### src/rtl/fir_sched_if.sv
// Bus bundle between the FIR band scheduler and its surroundings: sample
// input strobe, held samples and run control toward the shared MAC/ROM
// engine, engine results back, and per-band captured results out.
interface fir_sched_if #(
  parameter int NUM_BANDS = 5
);
  logic                        valid;
  logic signed [15:0]          lft_in;
  logic signed [15:0]          rht_in;
  logic signed [15:0]          smpl_L;
  logic signed [15:0]          smpl_R;
  logic                        sequencing;
  logic        [2:0]           band_sel;
  logic signed [15:0]          filt_L;
  logic signed [15:0]          filt_R;
  logic [16*NUM_BANDS-1:0]     band_L;
  logic [16*NUM_BANDS-1:0]     band_R;
  logic                        busy;
  logic                        done;
  logic                        overrun;

  // Scheduler side: consumes samples and engine results, drives everything else.
  modport slave (
    input  valid, lft_in, rht_in, filt_L, filt_R,
    output smpl_L, smpl_R, sequencing, band_sel, band_L, band_R, busy, done, overrun
  );

  // Environment side: sample source plus engine model.
  modport master (
    output valid, lft_in, rht_in, filt_L, filt_R,
    input  smpl_L, smpl_R, sequencing, band_sel, band_L, band_R, busy, done, overrun
  );
endinterface

### src/rtl/fir_sched.sv
// FIR band scheduler: on each accepted stereo sample, runs NUM_BANDS bands
// back to back through one shared MAC/ROM engine. Each band is a 2-cycle
// accumulator clear, RUN_CYC cycles of engine run, and a 1-cycle capture of
// the engine result into that band's slot. All outputs are registered.
module fir_sched #(
  parameter int NUM_BANDS = 5,
  parameter int RUN_CYC   = 1023
) (
  input  logic        clk,
  input  logic        rst,
  fir_sched_if.slave  bus
);

  localparam int              CW        = $clog2(RUN_CYC + 1);
  localparam int              BW        = 16 * NUM_BANDS;
  localparam logic [CW-1:0]   CLR_LAST  = CW'(1);
  localparam logic [CW-1:0]   RUN_LAST  = CW'(RUN_CYC - 1);
  localparam logic [2:0]      LAST_BAND = 3'(NUM_BANDS - 1);

  typedef enum logic [1:0] {
    IDLE = 2'd0,
    CLR  = 2'd1,
    RUN  = 2'd2,
    CAPT = 2'd3
  } state_e;

  state_e             state_q;
  logic [CW-1:0]      cnt_q;
  logic [2:0]         band_sel_q;
  logic signed [15:0] smpl_l_q;
  logic signed [15:0] smpl_r_q;
  logic [BW-1:0]      band_l_q;
  logic [BW-1:0]      band_r_q;
  logic [BW-1:0]      band_l_d;
  logic [BW-1:0]      band_r_d;
  logic               seq_q;
  logic               busy_q;
  logic               done_q;
  logic               ovr_q;

  // Result vectors with the active band's slot replaced by the engine output.
  always_comb begin
    band_l_d = band_l_q;
    band_r_d = band_r_q;
    for (int b = 0; b < NUM_BANDS; b++) begin
      if (band_sel_q == 3'(b)) begin
        band_l_d[16*b +: 16] = bus.filt_L;
        band_r_d[16*b +: 16] = bus.filt_R;
      end else begin
        band_l_d[16*b +: 16] = band_l_q[16*b +: 16];
        band_r_d[16*b +: 16] = band_r_q[16*b +: 16];
      end
    end
  end

  // Scheduler FSM with all outputs registered alongside the state.
  always_ff @(posedge clk) begin
    if (rst) begin
      state_q    <= IDLE;
      cnt_q      <= '0;
      band_sel_q <= 3'd0;
      smpl_l_q   <= 16'sd0;
      smpl_r_q   <= 16'sd0;
      band_l_q   <= '0;
      band_r_q   <= '0;
      seq_q      <= 1'b0;
      busy_q     <= 1'b0;
      done_q     <= 1'b0;
      ovr_q      <= 1'b0;
    end else begin
      done_q <= 1'b0;
      // A sample arriving mid-frame is dropped; remember that it happened.
      if (bus.valid && (state_q != IDLE)) begin
        ovr_q <= 1'b1;
      end
      case (state_q)
        IDLE: begin
          seq_q <= 1'b0;
          if (bus.valid) begin
            smpl_l_q   <= bus.lft_in;
            smpl_r_q   <= bus.rht_in;
            band_sel_q <= 3'd0;
            cnt_q      <= '0;
            busy_q     <= 1'b1;
            state_q    <= CLR;
          end
        end
        CLR: begin
          if (cnt_q == CLR_LAST) begin
            cnt_q   <= '0;
            seq_q   <= 1'b1;
            state_q <= RUN;
          end else begin
            cnt_q <= cnt_q + CW'(1);
          end
        end
        RUN: begin
          if (cnt_q == RUN_LAST) begin
            cnt_q   <= '0;
            seq_q   <= 1'b0;
            state_q <= CAPT;
          end else begin
            cnt_q <= cnt_q + CW'(1);
          end
        end
        CAPT: begin
          band_l_q <= band_l_d;
          band_r_q <= band_r_d;
          if (band_sel_q != LAST_BAND) begin
            band_sel_q <= band_sel_q + 3'd1;
            state_q    <= CLR;
          end else begin
            busy_q  <= 1'b0;
            done_q  <= 1'b1;
            state_q <= IDLE;
          end
        end
        default: begin
          seq_q   <= 1'b0;
          busy_q  <= 1'b0;
          cnt_q   <= '0;
          state_q <= IDLE;
        end
      endcase
    end
  end

  assign bus.smpl_L     = smpl_l_q;
  assign bus.smpl_R     = smpl_r_q;
  assign bus.sequencing = seq_q;
  assign bus.band_sel   = band_sel_q;
  assign bus.band_L     = band_l_q;
  assign bus.band_R     = band_r_q;
  assign bus.busy       = busy_q;
  assign bus.done       = done_q;
  assign bus.overrun    = ovr_q;

endmodule

### src/flat_wrapper.sv
// flat-port wrapper written by rule: the top's interface ports become plain ports
module fir_sched_flat 
#(
  parameter int NUM_BANDS = 5,
  parameter int RUN_CYC   = 1023
)
  (clk, rst, bus_valid, bus_lft_in, bus_rht_in, bus_filt_L, bus_filt_R, bus_smpl_L, bus_smpl_R, bus_sequencing, bus_band_sel, bus_band_L, bus_band_R, bus_busy, bus_done, bus_overrun);
  fir_sched_if #(.NUM_BANDS(NUM_BANDS)) bus_i ();
  input  logic clk;
  input  logic rst;
  input wire logic [$bits(bus_i.valid)-1:0] bus_valid;
  input wire logic [$bits(bus_i.lft_in)-1:0] bus_lft_in;
  input wire logic [$bits(bus_i.rht_in)-1:0] bus_rht_in;
  input wire logic [$bits(bus_i.filt_L)-1:0] bus_filt_L;
  input wire logic [$bits(bus_i.filt_R)-1:0] bus_filt_R;
  output wire logic [$bits(bus_i.smpl_L)-1:0] bus_smpl_L;
  output wire logic [$bits(bus_i.smpl_R)-1:0] bus_smpl_R;
  output wire logic [$bits(bus_i.sequencing)-1:0] bus_sequencing;
  output wire logic [$bits(bus_i.band_sel)-1:0] bus_band_sel;
  output wire logic [$bits(bus_i.band_L)-1:0] bus_band_L;
  output wire logic [$bits(bus_i.band_R)-1:0] bus_band_R;
  output wire logic [$bits(bus_i.busy)-1:0] bus_busy;
  output wire logic [$bits(bus_i.done)-1:0] bus_done;
  output wire logic [$bits(bus_i.overrun)-1:0] bus_overrun;
  assign bus_i.valid = bus_valid;
  assign bus_i.lft_in = bus_lft_in;
  assign bus_i.rht_in = bus_rht_in;
  assign bus_i.filt_L = bus_filt_L;
  assign bus_i.filt_R = bus_filt_R;
  assign bus_smpl_L = bus_i.smpl_L;
  assign bus_smpl_R = bus_i.smpl_R;
  assign bus_sequencing = bus_i.sequencing;
  assign bus_band_sel = bus_i.band_sel;
  assign bus_band_L = bus_i.band_L;
  assign bus_band_R = bus_i.band_R;
  assign bus_busy = bus_i.busy;
  assign bus_done = bus_i.done;
  assign bus_overrun = bus_i.overrun;
  fir_sched #(.NUM_BANDS(NUM_BANDS), .RUN_CYC(RUN_CYC)) u_core (.clk(clk), .rst(rst), .bus(bus_i));
endmodule
### config.mk
export PLATFORM = sky130hd
export DESIGN_NAME = fir_sched_flat
export DESIGN_NICKNAME = d
export VERILOG_FILES = /design/src/rtl/fir_sched_if.sv /design/src/rtl/fir_sched.sv /design/src/flat_wrapper.sv
export SDC_FILE = /design/constraint.sdc
export NUM_CORES = 1
export LEC_CHECK = 0
export ABC_CLOCK_PERIOD_IN_PS = 2800
export CAP_MARGIN = 20
export CORE_MARGIN = 8
export CORE_UTILIZATION = 35
export DETAILED_ROUTE_END_ITERATION = 8
export GPL_TIMING_DRIVEN = 0
export SYNTH_ARGS = -nofsm -noshare
export SYNTH_HDL_FRONTEND = slang
export SYNTH_SLANG_ARGS = --single-unit
export TNS_END_PERCENT = 1
### constraint.sdc
create_clock -name clk -period 2.8 [get_ports clk]
set_clock_uncertainty 0.05 [all_clocks]
set_input_delay 0.84 -clock clk [delete_from_list [all_inputs] [get_ports clk]]
set_output_delay 0.84 -clock clk [all_outputs]
set_load 0.01 [all_outputs]
# Yosys cells after proc, flatten, opt, wreduce, memory -nomap -nowiden

Index checks and enable logic that the tools add are counted.

Bits in registers: 211
Input bits: 67
Logic and storage cells: 74

Add/subtract/negate cells: 2
Equal/unequal tests: 15
Multiplexer cells: 19
Bitwise gates (word level): 1
Reduce and logical (&&, ||, !) cells: 18

Operator list:

| cell                                                              | number |
|---|---|
| 10-bit 2-to-1 mux                                                 | 3 |
| 10-bit case mux with 3 select lines                               | 1 |
| 2-bit AND reduction                                               | 7 |
| 3-bit AND reduction                                               | 4 |
| 10-bit by 1-bit adder with 10-bit output (second input constant)  | 1 |
| 10-bit by 1-bit == test with 1-bit output (second input constant) | 1 |
| 10-bit == test (second input constant)                            | 1 |
| 2-bit case mux with 4 select lines                                | 1 |
| 3-bit by 2-bit == test with 1-bit output (second input constant)  | 2 |
| 1-bit 2-to-1 mux                                                  | 6 |
| 2-bit 2-to-1 mux                                                  | 3 |
| 3-bit 2-to-1 mux                                                  | 2 |
| 2-bit by 1-bit != test with 1-bit output (second input constant)  | 3 |
| 3-bit case mux with 2 select lines                                | 1 |
| 2-bit == test (second input constant)                             | 2 |
| 2-bit != test (second input constant)                             | 2 |
| 2-bit nonzero test                                                | 2 |
| 3-bit by 1-bit adder with 3-bit output (second input constant)    | 1 |
| 3-bit by 1-bit == test with 1-bit output (second input constant)  | 1 |
| 3-bit == test (second input constant)                             | 1 |
| 3-bit zero test                                                   | 1 |
| 3-bit != test (second input constant)                             | 1 |
| 1-bit case mux with 3 select lines                                | 1 |
| 3-bit nonzero test                                                | 1 |
| 6 further kinds                                                   | 6 |

# Longest topological paths before layout

Depth in word-level cells: 3
Gate-level depth with buffers: 9

# Worst setup path after synthesis

OpenSTA, ideal clock, no wires.

Kind: reg-to-reg
From: register u_core.state_q[0]
To: register u_core.cnt_q[7]
Data arrival time: 2.063 ns
Slack: 0.600 ns
Cell stages (with the launch flop): 9
Buffers on the path: 2
Period minus slack after synthesis: 2.200 ns
Path through: dfxtp_1 inv_1 ha_1 buf_6 nor2b_4 buf_6 or4_4 or3_1 a221oi_2

Word-level cells in the longest chain between the ends: 3

Ends and longest elaborated chain:

| element                                                          | line             | text |
|---|---|---|
| start, declared                                                  | fir_sched.sv:27  | `state_e state_q;` |
| start signal, assigned                                           | fir_sched.sv:59  | `state_q <= IDLE;` |
| start signal, assigned                                           | fir_sched.sv:85  | `state_q <= CLR;` |
| start signal, assigned                                           | fir_sched.sv:92  | `state_q <= RUN;` |
| 2-bit by 1-bit == test with 1-bit output (tied with other cells) | fir_sched.sv:76  | `case (state_q)` |
| 3-bit nonzero test (no line) or 2-bit != test (tied branches)    | n/a              |  |
| 2-bit AND reduction (no line)                                    | n/a              |  |
| end signal, assigned                                             | fir_sched.sv:94  | `cnt_q <= cnt_q + CW'(1);` |
| end signal, assigned                                             | fir_sched.sv:103 | `cnt_q <= cnt_q + CW'(1);` |
| end, declared                                                    | fir_sched.sv:28  | `logic [CW-1:0] cnt_q;` |

Several ways; a longest one is shown, not always the timed one.
A chain may end at the register's enable or synchronous reset.

# Worst setup path after layout

From: register u_core.state_q[1]
To: register u_core.band_r_q[78] (netlist: u_core.bus.band_R[78])

Word-level cells in the longest chain between the ends: 2

Ends and longest elaborated chain:

| element                       | line             | text |
|---|---|---|
| 2-bit == test                 | fir_sched.sv:76  |  |
| 2-bit AND reduction (no line) | n/a              |  |
| end signal, assigned          | fir_sched.sv:108 | `band_r_q <= band_r_d;` |
| end, declared                 | fir_sched.sv:33  | `logic [BW-1:0] band_r_q;` |

No other way between the ends.

==> impl_metrics.csv <==
group,metric,value,unit
run_status,status,"finished clean",
global_route,grt.total_usage,19.9,%
floorplan,start_util,35.5,%
critical_path,cp_slowest_stage_delay,580,ps
pwr,p_sw_share,26.8,%
logic_synthesis,ys_ff_latch,211,
min_path,min_path_type,"reg2reg",
sta,slew_headroom,54.9,%
sta,finalHoldViolations,0,
layout,fin_nets,1342,
route,first_iter_violations,387,
placed_design,post-place-ws,-82.4,ps
sta,setup_ws,292,ps
logic_synthesis,synth_top_area_share,54.7,%
placed_design,place.gp.congestion,0.835,
logic_synthesis,synthArstFlopShare,0,%
pwr,intPower,5.52,mW
layout,n_antenna_cell,0,
clocking,clkTransAtPathRegs,60,ps
pwr,p_leak,3.80,nW
pwr,seqPwrFrac,42.9,%
global_route,overflow,0,
logic_synthesis,netlist_area,7720,µm²
logic_synthesis,synthTopCellsByArea,"dfxtp_1 (55%), nand2_1 (19%), a21oi_1 (13%), clkbuf_1 (3.3%), ha_1 (2.1%)",
global_route,grt_max_degree,13,
pwr,power.share.combinational,16.5,%
layout,drive_gt1_share,3.67,%
sta,hold_ws,400,ps
clocking,cts_hold_buf,0,
logic_synthesis,syn_nets,1051,
logic_synthesis,synth.avg_cell_area,7.95,µm²
critical_path,start_kind,"flip-flop",
global_route,antenna_found_initial,0,
clocking,clock-root-buffer,"clkbuf_16",
sta,worst_pin_slew,677,ps
route,drc,0,
logic_synthesis,synth_cells,971,
critical_path,cp.required,3180,ps
layout,fillCellCount,2127,
pwr,ir_drop,0.365,mV
layout,seqCellArea,4220,µm²
clocking,cts.path.max_buffers,3,
pwr,clkPwrFrac,40.6,%
route,vias_per_cell,4.78,
floorplan,num_rows,54,
global_route,grt_pass1_wl,42.4,mm
layout,layout-area-overhead-vs-synth,48.9,%
logic_synthesis,yosysUniqueCellTypes,37,
logic_synthesis,yosysWarnings,0,
clocking,post-cts-setup-buffer-count,0,
layout,multi_input_area,3180,µm²
floorplan,die_w,164,µm
clocking,cts_buffers,24,
floorplan,io_pins,266,
clocking,ctsResizeCount,0,
route,wire_per_inst,17.9,µm
logic_synthesis,synth.most_common_cell,"nand2_1",
route,drtAntennaViolNets,0,
critical_path,critical_path_class,"reg2reg",
logic_synthesis,synth_ff_type,"dfxtp_1",
placed_design,io_buffers,265,
floorplan,die_h,164,µm
run,max_cap_viol_count,0,
placed_design,dp_hpwl,21.0,mm
floorplan,coreArea,21800,µm²
logic_synthesis,synth_largest_area_cell,"dfxtp_1",
sta,setup_viol,0,
route,routed_wl,27.9,mm
critical_path,worstSetupEndpointType,"flip-flop",
clocking,clock_latency,500,ps
route,first_pass_iters,5,
sta,rsz0062_at_grt,"false",
critical_path,crit_chain,"ha_1 > clkbuf_1 > and3_1 > clkbuf_1 > clkbuf_1 > nand2_1 > a21oi_1",
critical_path,crit_slowest_cell,"clkbuf_1",
global_route,first_global_vias,7260,
clocking,htreeDepth,1,
sta,report.final.slew_viol_count,0,
pwr,p_sw,2.02,mW
pwr,powerDensity,656,nW/µm²
critical_path,crit_top_cell,"clkbuf_1",
route,vias,7448,
sta,fmax,0.399,GHz
clocking,cts_tree,"done",
logic_synthesis,synth_edf_count,0,
clocking,cts.sinks,211,
sta,fin_crit_sh,89.6,%
logic_synthesis,seq_area_frac_synth,54.7,%
logic_synthesis,synth_common_cells,"nand2_1 (398), dfxtp_1 (211), a21oi_1 (197), clkbuf_1 (67), ha_1 (13)",
critical_path,worstPathMaxFanout,10,
floorplan,die_area,27100,µm²
critical_path,cp.arrival,2890,ps
sta,fin_crit,2510,ps
## cells by family after synthesis
family,share of synthesized area (%)
XOR/XNOR,0.341
AND/OR/NAND/NOR,22.7
multiplexers,0.259
buffers and inverters,4.09
AO/OA/AOI/OAI,15.8
adder cells (fa/ha/maj),2.11
flip-flops,54.7
## registers in the layout, indices dropped and copies added (netlist names)
| signal | cells |
|---|---|
| u_core.bus.smpl_R | 16 |
| u_core.cnt_q | 10 |
| u_core.bus.overrun | 1 |
| u_core.state_q | 2 |
| u_core.bus.sequencing | 1 |
| u_core.bus.band_sel | 3 |
| u_core.bus.done | 1 |
| u_core.bus.band_L | 80 |
| u_core.bus.smpl_L | 16 |
| u_core.bus.band_R | 80 |
| u_core.bus.busy | 1 |
## stage by stage
step | power, mW | instance area [µm²] | util (%) | instances | setup TNS [ps]
global route | 7.90 | 11500 | 52.8 | 1559 | 0
detailed placement | 4.55 | 10700 | 49.3 | 1516 | -265
global placement | 4.55 | 10700 | 49.3 | 1516 | -143
CTS | 7.63 | 11500 | 52.8 | 1559 | 0
finish | 7.54 | 11500 | 52.8 | 1559 | 0
floorplan | 3.95 | 7720 | - | 971 | 0
## worst max-delay path: cells and delay by family (launching register included)
kind	cells	cell delay, ps
and+or+nand+nor	2	340
buffers and inverters	3	1270
adders and majority gates	1	200
AOI/OAI and AO/OA	1	140
DFF	1	420
## power by group through the flow
stage / registers [mW] / logic [mW] / clock network (mW)
detailed placement: 3.30 / 1.25 / 0
global placement: 3.29 / 1.25 / 0
finish: 3.23 / 1.24 / 3.06
global route: 3.25 / 1.38 / 3.26
CTS: 3.24 / 1.26 / 3.14
floorplan: 3.35 / 0.594 / 0
## cell usage in the layout, fill, tap and decap left out, types with 3 or more instances in the layout
cell type	Yosys	routed
a221oi_2	4	4
xnor2_1	3	3
nand2_1	398	398
o21ai_0	5	5
clkbuf_8	0	4
clkdlybuf4s50_1	0	265
and2_1	5	5
dfxtp_1	211	211
or3_1	5	5
nor2b_1	3	3
clkbuf_16	0	25
inv_1	11	11
clkbuf_1	67	73
a21oi_1	197	197
ha_1	13	13
nand3_1	5	5
nor2_1	9	9
a211oi_1	4	4
nand2b_1	3	3
clkinv_2	0	6
## worst paths after layout
check	start	endpoint	slack, ps	cells past startpoint
worst max-delay path	u_core.state_q[1]$_SDFFE_PP0P_	u_core.bus.band_R[78]$_SDFFE_PP0P_	290	7
worst min-delay path	u_core.bus.band_R[55]$_SDFFE_PP0P_	u_core.bus.band_R[55]$_SDFFE_PP0P_	400	2
worst max register to register	u_core.state_q[1]$_SDFFE_PP0P_	u_core.bus.band_R[78]$_SDFFE_PP0P_	290	7
worst min register to register	u_core.bus.band_R[55]$_SDFFE_PP0P_	u_core.bus.band_R[55]$_SDFFE_PP0P_	400	2
## area by class of cell
cell class              count  area share (%)
flip-flops and latches    211            36.8
inverters                  11           0.359
well taps                 280            3.05
clock inverters             8           0.588
plain buffers              69            2.38
clock buffers              35            6.12
multi-input cells         680            27.7
repair buffers            265            23.1
## layer usage
metal,routed length (µm),track usage [%],share of wire [%],vias up
met5,0,0,0,-
met4,692,5.57,2.5,0
met3,2580,6.63,9.3,35
met2,12600,32.2,45,252
met1,12000,24.9,43,3420
li1,-,-,-,3741
Power figures use the tool's default switching activity.
